===== config.mk =====
export PLATFORM = sky130hd
export DESIGN_NAME = sdrc_req_arb_flat
export DESIGN_NICKNAME = d
export VERILOG_FILES = /design/src/rtl/sdrc_req_arb_if.sv /design/src/rtl/sdrc_req_arb.sv /design/src/flat_wrapper.sv
export SDC_FILE = /design/constraint.sdc
export NUM_CORES = 1
export LEC_CHECK = 0
export CAP_MARGIN = 20
export CORE_AREA = 10 10 111 113
export DETAILED_ROUTE_END_ITERATION = 8
export DIE_AREA = 0 0 121 123
export PLACE_DENSITY = 0.81
export SLEW_MARGIN = 15
export SYNTH_ARGS = -nofsm -noshare
export SYNTH_HDL_FRONTEND = slang
export SYNTH_SLANG_ARGS = --single-unit
export TNS_END_PERCENT = 30

===== constraint.sdc =====
create_clock -name clk -period 7 [get_ports clk]
set_input_delay 2.1 -clock clk [delete_from_list [all_inputs] [get_ports clk]]
set_output_delay 2.1 -clock clk [all_outputs]
set_load 0.1 [all_outputs]

===== src/rtl/sdrc_req_arb_if.sv =====
// Bundles the master-side request/data signals and the converter-side request port of
// sdrc_req_arb. The arbiter connects through the slave modport; the environment uses master.
interface sdrc_req_arb_if #(
  parameter int NREQ   = 2,
  parameter int APP_AW = 30,
  parameter int APP_DW = 32,
  parameter int APP_BW = 4,
  parameter int APP_RW = 9
);
  logic [NREQ-1:0]        m_req;
  logic [NREQ*APP_AW-1:0] m_req_addr;
  logic [NREQ*APP_RW-1:0] m_req_len;
  logic [NREQ-1:0]        m_req_wr_n;
  logic [NREQ-1:0]        m_req_dma_last;
  logic [NREQ*APP_DW-1:0] m_wr_data;
  logic [NREQ*APP_BW-1:0] m_wr_en_n;
  logic [NREQ-1:0]        m_req_ack;
  logic [NREQ-1:0]        m_wr_next;
  logic [NREQ-1:0]        m_rd_valid;
  logic [APP_DW-1:0]      m_rd_data;

  logic                   app_sdr_req;
  logic [APP_AW-1:0]      app_req_addr;
  logic [APP_RW-1:0]      app_req_len;
  logic                   app_req_wr_n;
  logic                   app_req_dma_last;
  logic                   app_req_ack;
  logic [APP_DW-1:0]      app_wr_data;
  logic [APP_BW-1:0]      app_wr_en_n;
  logic                   app_wr_next;
  logic [APP_DW-1:0]      app_rd_data;
  logic                   app_rd_valid;

  modport slave (
    input  m_req, m_req_addr, m_req_len, m_req_wr_n, m_req_dma_last, m_wr_data, m_wr_en_n,
    input  app_req_ack, app_wr_next, app_rd_data, app_rd_valid,
    output m_req_ack, m_wr_next, m_rd_valid, m_rd_data,
    output app_sdr_req, app_req_addr, app_req_len, app_req_wr_n, app_req_dma_last,
    output app_wr_data, app_wr_en_n
  );

  modport master (
    output m_req, m_req_addr, m_req_len, m_req_wr_n, m_req_dma_last, m_wr_data, m_wr_en_n,
    output app_req_ack, app_wr_next, app_rd_data, app_rd_valid,
    input  m_req_ack, m_wr_next, m_rd_valid, m_rd_data,
    input  app_sdr_req, app_req_addr, app_req_len, app_req_wr_n, app_req_dma_last,
    input  app_wr_data, app_wr_en_n
  );
endinterface


===== src/rtl/sdrc_req_arb.sv =====
// Arbitrates NREQ application masters onto one SDRAM request port, holding the grant for a
// whole request+data transaction. Define SDRC_ARB_FIXED_PRIO_EN for fixed priority (master 0 first).
module sdrc_req_arb #(
  parameter int NREQ   = 2,
  parameter int APP_AW = 30,
  parameter int APP_DW = 32,
  parameter int APP_BW = 4,
  parameter int APP_RW = 9
) (
  input  logic          clk,
  input  logic          reset,
  sdrc_req_arb_if.slave io_bus
);

  localparam int GW = (NREQ > 1) ? $clog2(NREQ) : 1;

  typedef enum logic [1:0] {S_IDLE, S_REQ, S_WDATA, S_RDATA} state_t;

  state_t            r_state;
  logic [GW-1:0]     r_gnt;
  logic [GW-1:0]     r_last;
  logic [APP_RW-1:0] r_beat_cnt;
  logic [GW-1:0]     w_winner;
  logic [NREQ-1:0]   w_gnt_oh;

  logic [APP_AW-1:0] w_addr  [NREQ];
  logic [APP_RW-1:0] w_len   [NREQ];
  logic [APP_DW-1:0] w_wdata [NREQ];
  logic [APP_BW-1:0] w_ben   [NREQ];

  for (genvar gi = 0; gi < NREQ; gi++) begin : g_unpack
    assign w_addr[gi]  = io_bus.m_req_addr[gi*APP_AW +: APP_AW];
    assign w_len[gi]   = io_bus.m_req_len[gi*APP_RW +: APP_RW];
    assign w_wdata[gi] = io_bus.m_wr_data[gi*APP_DW +: APP_DW];
    assign w_ben[gi]   = io_bus.m_wr_en_n[gi*APP_BW +: APP_BW];
  end

  // Scan starts just after the previous owner so every requester gets a turn.
  function automatic logic [GW-1:0] pick_rr(input logic [NREQ-1:0] req, input logic [GW-1:0] last);
    logic [GW-1:0]   win;
    logic            found;
    logic [NREQ-1:0] sh;
    int              idx;
    win   = '0;
    found = 1'b0;
    for (int k = 1; k <= NREQ; k++) begin
      idx = (int'(last) + k) % NREQ;
      sh  = req >> idx;
      if (!found && sh[0]) begin
        win   = GW'(idx);
        found = 1'b1;
      end
    end
    return win;
  endfunction

  function automatic logic [GW-1:0] pick_fixed(input logic [NREQ-1:0] req);
    logic [GW-1:0]   win;
    logic [NREQ-1:0] sh;
    win = '0;
    for (int k = NREQ - 1; k >= 0; k--) begin
      sh = req >> k;
      if (sh[0]) win = GW'(k);
    end
    return win;
  endfunction

`ifdef SDRC_ARB_FIXED_PRIO_EN
  assign w_winner = pick_fixed(io_bus.m_req);
`else
  assign w_winner = pick_rr(io_bus.m_req, r_last);
`endif

  assign w_gnt_oh = NREQ'(1) << r_gnt;

  always_comb begin
    io_bus.app_sdr_req      = (r_state == S_REQ);
    io_bus.app_req_addr     = '0;
    io_bus.app_req_len      = '0;
    io_bus.app_req_wr_n     = 1'b1;
    io_bus.app_req_dma_last = 1'b0;
    if (r_state == S_REQ) begin
      io_bus.app_req_addr     = w_addr[r_gnt];
      io_bus.app_req_len      = w_len[r_gnt];
      io_bus.app_req_wr_n     = io_bus.m_req_wr_n[r_gnt];
      io_bus.app_req_dma_last = io_bus.m_req_dma_last[r_gnt];
    end
    io_bus.app_wr_data = w_wdata[r_gnt];
    io_bus.app_wr_en_n = (r_state == S_WDATA) ? w_ben[r_gnt] : '1;
    // Strobes reach only the owner, and only in the state that expects them.
    io_bus.m_req_ack   = (r_state == S_REQ   && io_bus.app_req_ack)  ? w_gnt_oh : '0;
    io_bus.m_wr_next   = (r_state == S_WDATA && io_bus.app_wr_next)  ? w_gnt_oh : '0;
    io_bus.m_rd_valid  = (r_state == S_RDATA && io_bus.app_rd_valid) ? w_gnt_oh : '0;
    io_bus.m_rd_data   = io_bus.app_rd_data;
  end

  always_ff @(posedge clk) begin
    if (reset) begin
      r_state    <= S_IDLE;
      r_gnt      <= '0;
      r_last     <= GW'(NREQ - 1);
      r_beat_cnt <= '0;
    end else begin
      unique case (r_state)
        S_IDLE: begin
          if (|io_bus.m_req) begin
            r_gnt   <= w_winner;
            r_state <= S_REQ;
          end
        end
        S_REQ: begin
          // An ack in the same cycle as the request dropping still completes the grant.
          if (io_bus.app_req_ack) begin
            r_last     <= r_gnt;
            r_beat_cnt <= w_len[r_gnt];
            if (w_len[r_gnt] == '0)
              r_state <= S_IDLE;
            else if (!io_bus.m_req_wr_n[r_gnt])
              r_state <= S_WDATA;
            else
              r_state <= S_RDATA;
          end else if (!io_bus.m_req[r_gnt]) begin
            r_state <= S_IDLE;
          end
        end
        S_WDATA: begin
          if (io_bus.app_wr_next) begin
            if (r_beat_cnt != '0) r_beat_cnt <= r_beat_cnt - APP_RW'(1);
            if (r_beat_cnt <= APP_RW'(1)) r_state <= S_IDLE;
          end
        end
        S_RDATA: begin
          if (io_bus.app_rd_valid) begin
            if (r_beat_cnt != '0) r_beat_cnt <= r_beat_cnt - APP_RW'(1);
            if (r_beat_cnt <= APP_RW'(1)) r_state <= S_IDLE;
          end
        end
        default: r_state <= S_IDLE;
      endcase
    end
  end

endmodule

===== src/flat_wrapper.sv =====
// flat-port wrapper written by rule: the top's interface ports become plain ports
module sdrc_req_arb_flat 
#(
  parameter int NREQ   = 2,
  parameter int APP_AW = 30,
  parameter int APP_DW = 32,
  parameter int APP_BW = 4,
  parameter int APP_RW = 9
)
  (clk, reset, io_bus_m_req, io_bus_m_req_addr, io_bus_m_req_len, io_bus_m_req_wr_n, io_bus_m_req_dma_last, io_bus_m_wr_data, io_bus_m_wr_en_n, io_bus_app_req_ack, io_bus_app_wr_next, io_bus_app_rd_data, io_bus_app_rd_valid, io_bus_m_req_ack, io_bus_m_wr_next, io_bus_m_rd_valid, io_bus_m_rd_data, io_bus_app_sdr_req, io_bus_app_req_addr, io_bus_app_req_len, io_bus_app_req_wr_n, io_bus_app_req_dma_last, io_bus_app_wr_data, io_bus_app_wr_en_n);
  sdrc_req_arb_if #(.NREQ(NREQ), .APP_AW(APP_AW), .APP_DW(APP_DW), .APP_BW(APP_BW), .APP_RW(APP_RW)) io_bus_i ();
  input  logic clk;
  input  logic reset;
  input wire logic [$bits(io_bus_i.m_req)-1:0] io_bus_m_req;
  input wire logic [$bits(io_bus_i.m_req_addr)-1:0] io_bus_m_req_addr;
  input wire logic [$bits(io_bus_i.m_req_len)-1:0] io_bus_m_req_len;
  input wire logic [$bits(io_bus_i.m_req_wr_n)-1:0] io_bus_m_req_wr_n;
  input wire logic [$bits(io_bus_i.m_req_dma_last)-1:0] io_bus_m_req_dma_last;
  input wire logic [$bits(io_bus_i.m_wr_data)-1:0] io_bus_m_wr_data;
  input wire logic [$bits(io_bus_i.m_wr_en_n)-1:0] io_bus_m_wr_en_n;
  input wire logic [$bits(io_bus_i.app_req_ack)-1:0] io_bus_app_req_ack;
  input wire logic [$bits(io_bus_i.app_wr_next)-1:0] io_bus_app_wr_next;
  input wire logic [$bits(io_bus_i.app_rd_data)-1:0] io_bus_app_rd_data;
  input wire logic [$bits(io_bus_i.app_rd_valid)-1:0] io_bus_app_rd_valid;
  output wire logic [$bits(io_bus_i.m_req_ack)-1:0] io_bus_m_req_ack;
  output wire logic [$bits(io_bus_i.m_wr_next)-1:0] io_bus_m_wr_next;
  output wire logic [$bits(io_bus_i.m_rd_valid)-1:0] io_bus_m_rd_valid;
  output wire logic [$bits(io_bus_i.m_rd_data)-1:0] io_bus_m_rd_data;
  output wire logic [$bits(io_bus_i.app_sdr_req)-1:0] io_bus_app_sdr_req;
  output wire logic [$bits(io_bus_i.app_req_addr)-1:0] io_bus_app_req_addr;
  output wire logic [$bits(io_bus_i.app_req_len)-1:0] io_bus_app_req_len;
  output wire logic [$bits(io_bus_i.app_req_wr_n)-1:0] io_bus_app_req_wr_n;
  output wire logic [$bits(io_bus_i.app_req_dma_last)-1:0] io_bus_app_req_dma_last;
  output wire logic [$bits(io_bus_i.app_wr_data)-1:0] io_bus_app_wr_data;
  output wire logic [$bits(io_bus_i.app_wr_en_n)-1:0] io_bus_app_wr_en_n;
  assign io_bus_i.m_req = io_bus_m_req;
  assign io_bus_i.m_req_addr = io_bus_m_req_addr;
  assign io_bus_i.m_req_len = io_bus_m_req_len;
  assign io_bus_i.m_req_wr_n = io_bus_m_req_wr_n;
  assign io_bus_i.m_req_dma_last = io_bus_m_req_dma_last;
  assign io_bus_i.m_wr_data = io_bus_m_wr_data;
  assign io_bus_i.m_wr_en_n = io_bus_m_wr_en_n;
  assign io_bus_i.app_req_ack = io_bus_app_req_ack;
  assign io_bus_i.app_wr_next = io_bus_app_wr_next;
  assign io_bus_i.app_rd_data = io_bus_app_rd_data;
  assign io_bus_i.app_rd_valid = io_bus_app_rd_valid;
  assign io_bus_m_req_ack = io_bus_i.m_req_ack;
  assign io_bus_m_wr_next = io_bus_i.m_wr_next;
  assign io_bus_m_rd_valid = io_bus_i.m_rd_valid;
  assign io_bus_m_rd_data = io_bus_i.m_rd_data;
  assign io_bus_app_sdr_req = io_bus_i.app_sdr_req;
  assign io_bus_app_req_addr = io_bus_i.app_req_addr;
  assign io_bus_app_req_len = io_bus_i.app_req_len;
  assign io_bus_app_req_wr_n = io_bus_i.app_req_wr_n;
  assign io_bus_app_req_dma_last = io_bus_i.app_req_dma_last;
  assign io_bus_app_wr_data = io_bus_i.app_wr_data;
  assign io_bus_app_wr_en_n = io_bus_i.app_wr_en_n;
  sdrc_req_arb #(.NREQ(NREQ), .APP_AW(APP_AW), .APP_DW(APP_DW), .APP_BW(APP_BW), .APP_RW(APP_RW)) u_core (.clk(clk), .reset(reset), .io_bus(io_bus_i));
endmodule

==> summary.md, run 1 <==
| Metric | Value |
|---|---|
| Final WL | 13190 um |
| Syn-to-layout area delta | 95.94% |
| Initial drt markers | between 150 and 200 |
| TritonCTS clock tree | built |
| Vias in the first global route | 2992 |
| Initial antenna violation count | 2 |
| Post-CTS Hold Buffers | 0 |
| Slew @ Worst Pin | 0.9719 ns |
| DP Cell Count | 635 |
| Max Cap Viol | 0 |
| Post-Syn Nets | 501 |
| R2r setup slk | 4.46 ns |
| DP Worst Slack | 1.485 ns |
| HP Class | reg2reg |
| CTS resizes | 0 |
| Pre-antenna DRT Iters | 4 |
| Avg Vias per Cell | 4.712 |
| I/O Pins | about 300 |
| CP cell instances | clkdlybuf4s50_1, nand3b_1, nor2_1, buf_4 |
| Sequential cell area fraction in the yosys report | between 10% and 20% |
| Worst-path clk slew | 0.05 ns |
| Worst Skew | approximately 0.0016 ns |
| H-tree levels | 1 |
| Most common cell after layout, fill and taps aside | clkdlybuf4s50_1 |
| CP Class | in2out |
| Finished Layout Cells | ~640 |
| RSZ-0062 raised after global routing | no |
| Final setup viols | 0 |
| Cell Rows | 37 |
| Adder-Cell Fraction of Synth Area | ~1.1% |
| Slowest CP cell | clkdlybuf4s50_1 |
| Syn Area/Cell | 7.348 sq um |
| Main combinational cell family by area after synthesis | multiplexers |
| Mapped Area | 2248 sq um |
| Worst-Skew Late Latency | 0.24 ns |
| Setup bufs post-CTS | 0 |
| Total Nets Final | 699 |
| Outcome | complete, no violations |
| Clock root cell | clkbuf_8 |
| Synthesis warning total | 0 |
| Pwr dens | 222.2 nW/um^2 |
| Post-DP HPWL | about 11000 um |
| Critical-path maximum fanout | 7 |
| Worst Path Required | 4.90 ns |
| Post-Synth XOR/XNOR Area | 0% |
| CP max stage delay | 0.51 ns |
| Post-synth cell types | 40 |
| Initial Util | 22.18% |
| FMAX | roughly 0.18 GHz |
| Relative slew slack | about a third |
| Post-synthesis mux area share | 37.40% |
| Total global routing track utilization | between 10% and 20% |
| Most frequent cells in the layout | clkdlybuf4s50_1 (161), buf_4 (85), nor2_1 (64) |
| VDD IR max | 136.5 uV |
| Share of post-route cells with drive strength above 1 | 25.25% |
| Placer Congestion | 0.9054 |
| Core ar. | 10140 sq um |
| Final setup TNS | 0 ns |
| Die Width | 121 um |
| Detail Route Antenna Nets | 0 |
| Syn Inst Count | 306 |
| TritonCTS Buffers | 3 |
| Worst setup EP type | output port |
| Final Hold Vio Count | 0 |
| Synth Area in Simple Gates | between 20% and 30% |
| Final Critical Period | 5.509 ns |
| Endpoint arrival time on the critical path | 3.41 ns |
| Fin worst setup slack | about 1.5 ns |
| DRC | 0 |
| Compound-Gate Fraction of Synth Area | between 10% and 20% |
| Largest net degree at the start of global routing | 57 |
| Die area | 14880 sq um |
| GRT Residual Overflow | 0 |
| Global-route wire length before repair | around 18000 um |
| Hold_ws | between 0.4 and 0.5 ns |
| Leakage power figure | approximately 1.7 nW |
| # clock sinks | 13 |
| Vias | 3025 |
| Pins Over Slew Limit | 0 |
| Height of the die | 123 um |
| Total Power | 0.9791 mW |
| PortBufs | 244 |
| Final worst-path cycle share | 78.70% |
| Synth Register Bits | 13 |
| Maximum root-to-sink buffer count | 2 |
| Routed WL per cell | 20.55 um |
| Element type at the critical path start | primary input |
[routing by layer]
metal  GRT usage (%)  vias to the layer above  part of all wire, %
li1                -                     1457                    -
met1           18.67                     1366                   38
met2           26.56                      191                   49
met3           6.563                        9                   13
met4           1.207                        2                 0.34
met5               0                        -                0.099
[stage by stage]
| step | utilization [%] | instance area [sq um] |
|---|---|---|
| floorplan | - | 2248 |
| global placement | 42.93 | 4353 |
| detailed placement | 42.93 | 4353 |
| CTS | 43.38 | 4398 |
| global route | 43.38 | 4398 |
| finish | 43.45 | 4405 |
[critical path: cells and delay by family]
family | cells | cell delay [ns]
buf+inv | 2 | 0.83
simple gates | 2 | 0.47
[layout make-up]
type                    instances  area (sq um)
fillers                       994          5733
repair buffers                246          2250
multi-input cells             233          1643
flip-flops and latches         13         264.0
well taps                     136         170.2
clock buffers                   4         45.04
inverters                       7         26.28
diodes                          3         7.507
[synth_stat cells]
library cell	number	area, sq um
o21ai_0	6	30.03
o31ai_1	2	15.01
a211o_1	1	8.760
nor4_1	6	37.54
nand2b_1	2	12.51
a311oi_1	1	8.760
a21oi_1	7	35.03
a31oi_1	3	18.77
or4_4	2	22.52
ha_1	2	25.02
dfxtp_1	13	260.3
o2111ai_1	1	8.760
o22ai_1	1	6.260
or3_1	1	6.260
clkbuf_1	10	37.54
inv_1	7	26.28
nand3b_1	1	7.510
buf_4	32	240.2
or4b_2	2	20.02
a32oi_1	2	17.52
or2_0	1	6.260
a211oi_1	3	22.52
or4_1	2	15.01
nand4_1	1	6.260
nor3_1	4	20.02
o311ai_0	1	8.760
mux2i_1	48	480.5
o211ai_1	1	7.510
nand3_1	8	40.04
and3b_1	1	8.760
mux2_2	32	360.4
a21o_1	1	7.510
o41ai_1	1	8.760
nor4b_1	3	26.28
a221oi_2	1	15.01
nand2_1	19	71.32
o21bai_1	1	7.510
o21ba_2	1	10.01
buf_1	11	41.29
nor2_1	64	240.2
[logic make-up (layout without fill, tap and decap cells)]
| kind of cell | count (synthesis) | in the layout |
|---|---|---|
| flip-flops | 13 | 13 |
| AO/OA/AOI/OAI | 34 | 34 |
| other | 0 | 3 |
| buffers and inverters | 60 | 257 |
| AND/OR/NAND/NOR | 117 | 117 |
| adder cells (fa/ha/maj) | 2 | 2 |
| multiplexers | 80 | 80 |
[flip-flops by register name, indices dropped and copies added, names as in the netlist]
register and flops:
u_core.r_state 2, u_core.r_gnt 1, u_core.r_last 1, u_core.r_beat_cnt 9
[path summary, 6_finish.rpt]
| kind | startpoint | endpoint | depth (start not counted) |
|---|---|---|---|
| hold reg to reg | u_core.r_last$_SDFFE_PP1P_ | u_core.r_last$_SDFFE_PP1P_ | 1 |
| setup reg to reg | u_core.r_beat_cnt[0]$_SDFFE_PP0P_ | u_core.r_beat_cnt[4]$_SDFFE_PP0P_ | 6 |
| hold / removal | u_core.r_last$_SDFFE_PP1P_ | u_core.r_last$_SDFFE_PP1P_ | 1 |
| setup / recovery | io_bus_app_req_ack | io_bus_m_req_ack[1] | 4 |
[power by group]
| part | switching [mW] | leakage [nW] | total (mW) | internal [mW] |
|---|---|---|---|---|
| Clock | 0.0269 | 0.0228 | 0.0671 | 0.0402 |
| Combinational | 0.563 | 1.59 | 0.800 | 0.238 |
| Sequential | 0.0264 | 0.107 | 0.112 | 0.0852 |
(Power assumes the default switching activity.)
==> run 2: changes to the inputs <==
- CORE_AREA: 10 10 111 113 -> 10 10 112 114
- DIE_AREA: 0 0 121 123 -> 0 0 122 124
- PLACE_DENSITY: 0.81 -> 0.79
- clock period: 7 -> 5.2 ns (I/O delays scaled with it)
==> summary.md, run 2 (synthesis gave the netlist of run 1 again) <==
| Metric | Value |
|---|---|
| Outcome | complete, no violations |
| Final setup viols | 0 |
| Finished Layout Cells | 640 |
| CTS resizes | 0 |
| Largest net degree at the start of global routing | 62 |
| DP Cell Count | approximately 640 |
| Vias | 3009 |
| Global-route wire length before repair | 19040 um |
| H-tree levels | 1 |
| Routed WL per cell | 20.85 um |
| Hold Path Depth | 1 |
| Hold Path Sink | u_core.r_last$_SDFFE_PP1P_ |
| Comb power frac | 80.8% |
| Largest reg by FF count | u_core.r_beat_cnt |
| Final setup TNS | 0 ns |
| Sequential share of power | 12.0% |
| Multi-input logic area | 1643 sq um |
| Die Width | between 100 and 150 um |
| Final Hold Vio Count | 0 |
| Cell Rows | 37 |
| P_sw | 0.8397 mW |
| Avg Vias per Cell | roughly 4.7 |
| Max Cap Viol | 0 |
| PortBufs | 244 |
| Die area | 15130 sq um |
| Pins Over Slew Limit | 0 |
| Vias in the first global route | 3112 |
| Pre-antenna DRT Iters | 4 |
| R2r setup slk | 2.64 ns |
| Final WL | around 13000 um |
| Initial Util | a little over a fifth |
| Pwr dens | 301.0 nW/um^2 |
| Worst reg2reg path startpoint | u_core.r_beat_cnt[0]$_SDFFE_PP0P_ |
| Height of the die | 124 um |
| Sw Share | 63.00% |
| Endpoint arrival time on the critical path | between 2 and 3 ns |
| Fillcell total | about 1000 |
| Placer Congestion | 0.9138 |
| Element type at the critical path start | primary input |
| Initial antenna violation count | 0 |
| CP Class | in2out |
| Final Critical Period | 4.381 ns |
| # diodes | 0 |
| Worst setup EP type | output port |
| Clock root cell | clkbuf_8 |
| Worst-path clk slew | 0.06 ns |
| Worst-Skew Late Latency | 0.25 ns |
| Final worst-path cycle share | 84.24% |
| Slew @ Worst Pin | 0.9840 ns |
| Setup bufs post-CTS | 0 |
| RSZ-0062 raised after global routing | no |
| # clock sinks | 13 |
| DRC | 0 |
| I/O Pins | 309 |
| Finished Cell Area | 4428 sq um |
| Share of post-route cells with drive strength above 1 | between 20% and 30% |
| Hold path start | u_core.r_last$_SDFFE_PP1P_ |
| Cell-internal power | a little under 0.5 mW |
| HP Class | reg2reg |
| TritonCTS Buffers | 3 |
| TritonCTS clock tree | built |
| R2R Path End | u_core.r_beat_cnt[3]$_SDFFE_PP0P_ |
| Total global routing track utilization | between 15 and 20% |
| Most frequent cells in the layout | clkdlybuf4s50_1 (160), buf_4 (85), nor2_1 (64) |
| Clock power frac | under 10% |
| Max reg flops | 9 |
| Post-DP HPWL | 11650 um |
| DP Area | 4383 sq um |
| Relative slew slack | 33.89% |
| Syn-to-layout area delta | 96.94% |
| Final Core Density | 43.28% |
| FMAX | between 0.2 and 0.25 GHz |
| Leakage power figure | 1.731 nW |
| Initial drt markers | 123 |
| Post-CTS Hold Buffers | 0 |
| Worst Skew | 0.0009147 ns |
| Total Power | 1.333 mW |
| Maximum root-to-sink buffer count | 2 |
| Total Nets Final | 700 |
| Critical-path maximum fanout | 7 |
| VDD IR max | 230.2 uV |
| GRT Residual Overflow | 0 |
| Detail Route Antenna Nets | 0 |
| Sequential cell area | 264.0 sq um |
| Biggest registers after layout | u_core.r_beat_cnt x9, u_core.r_state x2 |
| Core ar. | 10230 sq um |
| Most common cell after layout, fill and taps aside | clkdlybuf4s50_1 |
| R2R cell count | 6 |
| Worst Path Required | 3.64 ns |
## run 2: power by group through the flow
| stage | logic [mW] | registers (mW) | clock network [mW] |
|---|---|---|---|
| 3_3_place_gp | 1.07 | 0.160 | 0 |
| 6_report | 1.08 | 0.160 | 0.0959 |
| 3_5_place_dp | 1.08 | 0.162 | 0 |
| 2_1_floorplan | 0.918 | 0.128 | 0 |
| 4_1_cts | 1.08 | 0.160 | 0.0966 |
| 5_1_grt | 1.12 | 0.166 | 0.101 |
## run 2: worst max path at each step
stage                                      to  slack, ns  cells after the start          startpoint
after floorplan           io_bus_m_req_ack[1]       0.59                      2  io_bus_app_req_ack
after global placement    io_bus_m_req_ack[1]       0.81                      4  io_bus_app_req_ack
after detailed placement  io_bus_m_req_ack[1]       0.80                      4  io_bus_app_req_ack
after CTS                 io_bus_m_req_ack[1]       0.81                      4  io_bus_app_req_ack
after global routing      io_bus_m_req_ack[1]       0.64                      4  io_bus_app_req_ack
final                     io_bus_m_req_ack[1]       0.82                      4  io_bus_app_req_ack
## run 2: final cells by class
| cell class | count | share of cell area, % |
|---|---|---|
| clock buffers | 4 | 1.017 |
| inverters | 7 | 0.5934 |
| multi-input cells | 233 | 37.10 |
| flip-flops and latches | 13 | 5.962 |
| well taps | 136 | 3.843 |
| repair buffers | 247 | 51.48 |
## run 2: metrics by stage
stage / hold WS (ns) / setup WS (ns)
finish: 0.4717 / 0.8193
global route: 0.5120 / 0.6439
CTS: 0.4782 / 0.8073
detailed placement: 0.4645 / 0.7990
global placement: 0.4514 / 0.8145
floorplan: 0.4353 / 0.5862
## run 2: metal layers
metal / wire length, um / global-route usage, % / up-vias
li1: - / - / 1452
met1: 4990 / 17.36 / 1365
met2: 6687 / 28.97 / 171
met3: 1477 / 6.833 / 21
met4: 188 / 2.683 / 0
met5: 0 / 0 / -
## run 2: worst max-delay path, cell delays in order
cell             delay [ns]
clkdlybuf4s50_1        0.51
nand3b_1               0.24
nor2_1                 0.29
buf_12                 0.21
==> run 3: changes to the inputs <==
- clock period: 5.2 -> 4.17 ns (I/O delays scaled with it)
==> summary.md, run 3 (synthesis gave the netlist of run 1 again) <==
| Metric | Value |
|---|---|
| Worst-Skew Late Latency | 0.25 ns |
| Finished Layout Cells | 640 |
| Sequential cell area | 264.0 sq um |
| Cell family with most CP delay | buffers and inverters |
| HP Class | reg2reg |
| Outcome | complete, no violations |
| Pwr dens | 355.6 nW/um^2 |
| Leakage power figure | just over 2 nW |
| Maximum root-to-sink buffer count | 2 |
| Critical-path maximum fanout | 7 |
| Global-route wire length before repair | 20790 um |
| CP max stage delay | ~0.52 ns |
| PortBufs | 244 |
| Cell Rows | 37 |
| Height of the die | 124 um |
| TritonCTS clock tree | built |
| Biggest registers after layout | u_core.r_beat_cnt x9, u_core.r_state x2 |
| Final Critical Period | 3.817 ns |
| GRT Residual Overflow | 0 |
| Final setup TNS | 0 ns |
| Final worst-path cycle share | 91.53% |
| Die area | 15130 sq um |
| Initial drt markers | around 210 |
| Largest reg by FF count | u_core.r_beat_cnt |
| Pins Over Slew Limit | 0 |
| Initial Util | a little over a fifth |
| Finished Cell Area | roughly 5500 sq um |
| Relative slew slack | 35.63% |
| FMAX | 0.2620 GHz |
| Initial antenna violation count | 0 |
| Max reg flops | 9 |
| Endpoint arrival time on the critical path | 2.57 ns |
| Avg Vias per Cell | 4.797 |
| Worst Skew | 0.003374 ns |
| Syn-to-layout area delta | 143.1% |
| Most frequent cells in the layout | clkdlybuf4s50_1 (160), buf_12 (85), nor2_1 (64) |
| TritonCTS Buffers | 3 |
| CP Class | in2out |
| DP Cell Count | 636 |
| Total Nets Final | 700 |
| Worst-path clk slew | ~0.060 ns |
| Share of post-route cells with drive strength above 1 | 25.60% |
| Detail Route Antenna Nets | 0 |
| CTS resizes | 0 |
| Crit path buffers/inverters | 2 |
| Max Cap Viol | 0 |
| Setup bufs post-CTS | 0 |
| Fillcell total | 885 |
| Most common cell after layout, fill and taps aside | clkdlybuf4s50_1 |
| DRC | 0 |
| Element type at the critical path start | primary input |
| Vias in the first global route | 3246 |
| Die Width | roughly 120 um |
| DP Area | 5421 sq um |
| Vias | 3070 |
| H-tree levels | 1 |
| Total Power | 1.944 mW |
| VDD IR max | 238.1 uV |
| Final Hold Vio Count | 0 |
| Worst Path Required | 2.92 ns |
| Routed WL per cell | 22.42 um |
| # clock sinks | 13 |
| Post-CTS Hold Buffers | 0 |
| Clock root cell | clkbuf_8 |
| Total global routing track utilization | 17.71% |
| Final setup viols | 0 |
| Multi-input logic area | 1643 sq um |
| Post-DP HPWL | 12640 um |
| Slowest CP cell | clkdlybuf4s50_1 |
| Placer Congestion | about 0.91 |
| # diodes | 0 |
| Final WL | 14350 um |
| Worst setup EP type | output port |
| RSZ-0062 raised after global routing | no |
| Slew @ Worst Pin | 0.9582 ns |
| Core ar. | between 10000 and 15000 sq um |
| I/O Pins | 309 |
| Largest net degree at the start of global routing | 41 |
| CP cell instances | clkdlybuf4s50_1, nand3b_1, nor2_1, buf_12 |
| Pre-antenna DRT Iters | 4 |
-- run 3: changes by cell type in the layout (fill, tap and decap cells not counted) --
cell    previous run  this run
buf_12             2        85
buf_4             85         2
-- run 3: worst paths after layout --
kind / start / end / slack [ns] / depth (start not counted)
max reg2reg: u_core.r_beat_cnt[0]$_SDFFE_PP0P_ / u_core.r_beat_cnt[4]$_SDFFE_PP0P_ / 1.64 / 6
max: io_bus_app_req_ack / io_bus_m_req_ack[1] / 0.35 / 4
min: u_core.r_last$_SDFFE_PP1P_ / u_core.r_last$_SDFFE_PP1P_ / 0.48 / 1
min reg2reg: u_core.r_last$_SDFFE_PP1P_ / u_core.r_last$_SDFFE_PP1P_ / 0.48 / 1
-- run 3: layer usage --
metal	vias up	GRT usage, %	wire length (um)
met3	12	6.697	1632
met2	172	33.41	7615
met4	0	1.565	82
li1	1452	-	-
met5	-	0	0
met1	1434	18.95	5019
-- run 3: stage by stage --
step,utilization (%),setup WS (ns),hold slack [ns]
2_1_floorplan,-,0.1742,0.4353
3_3_place_gp,52.99,0.3956,0.4512
3_5_place_dp,52.99,0.3642,0.4757
4_1_cts,53.43,0.3691,0.4850
5_1_grt,53.43,0.2805,0.4920
6_report,53.43,0.3532,0.4782
-- run 3: where the power goes --
part           internal (mW)  leakage (nW)  switching (mW)
Clock                 0.0677        0.0228          0.0516
Combinational          0.627          1.93            1.01
Sequential             0.143         0.107          0.0480
Total                  0.837          2.06            1.11
-- run 3: worst reg2reg max path: cells and delay by family (launching register included) --
family          cells  cell delay (ns)
compound gates      1             0.09
simple gates        3             1.61
buf+inv             1             0.10
flops               1             0.36
fa+ha+maj           1             0.22
-- run 3: final cells by class --
cell class	count	share of cell area (%)
clock buffers	4	0.8240
inverters	7	0.4807
multi-input cells	233	30.05
flip-flops and latches	13	4.829
well taps	136	3.113
repair buffers	247	60.70
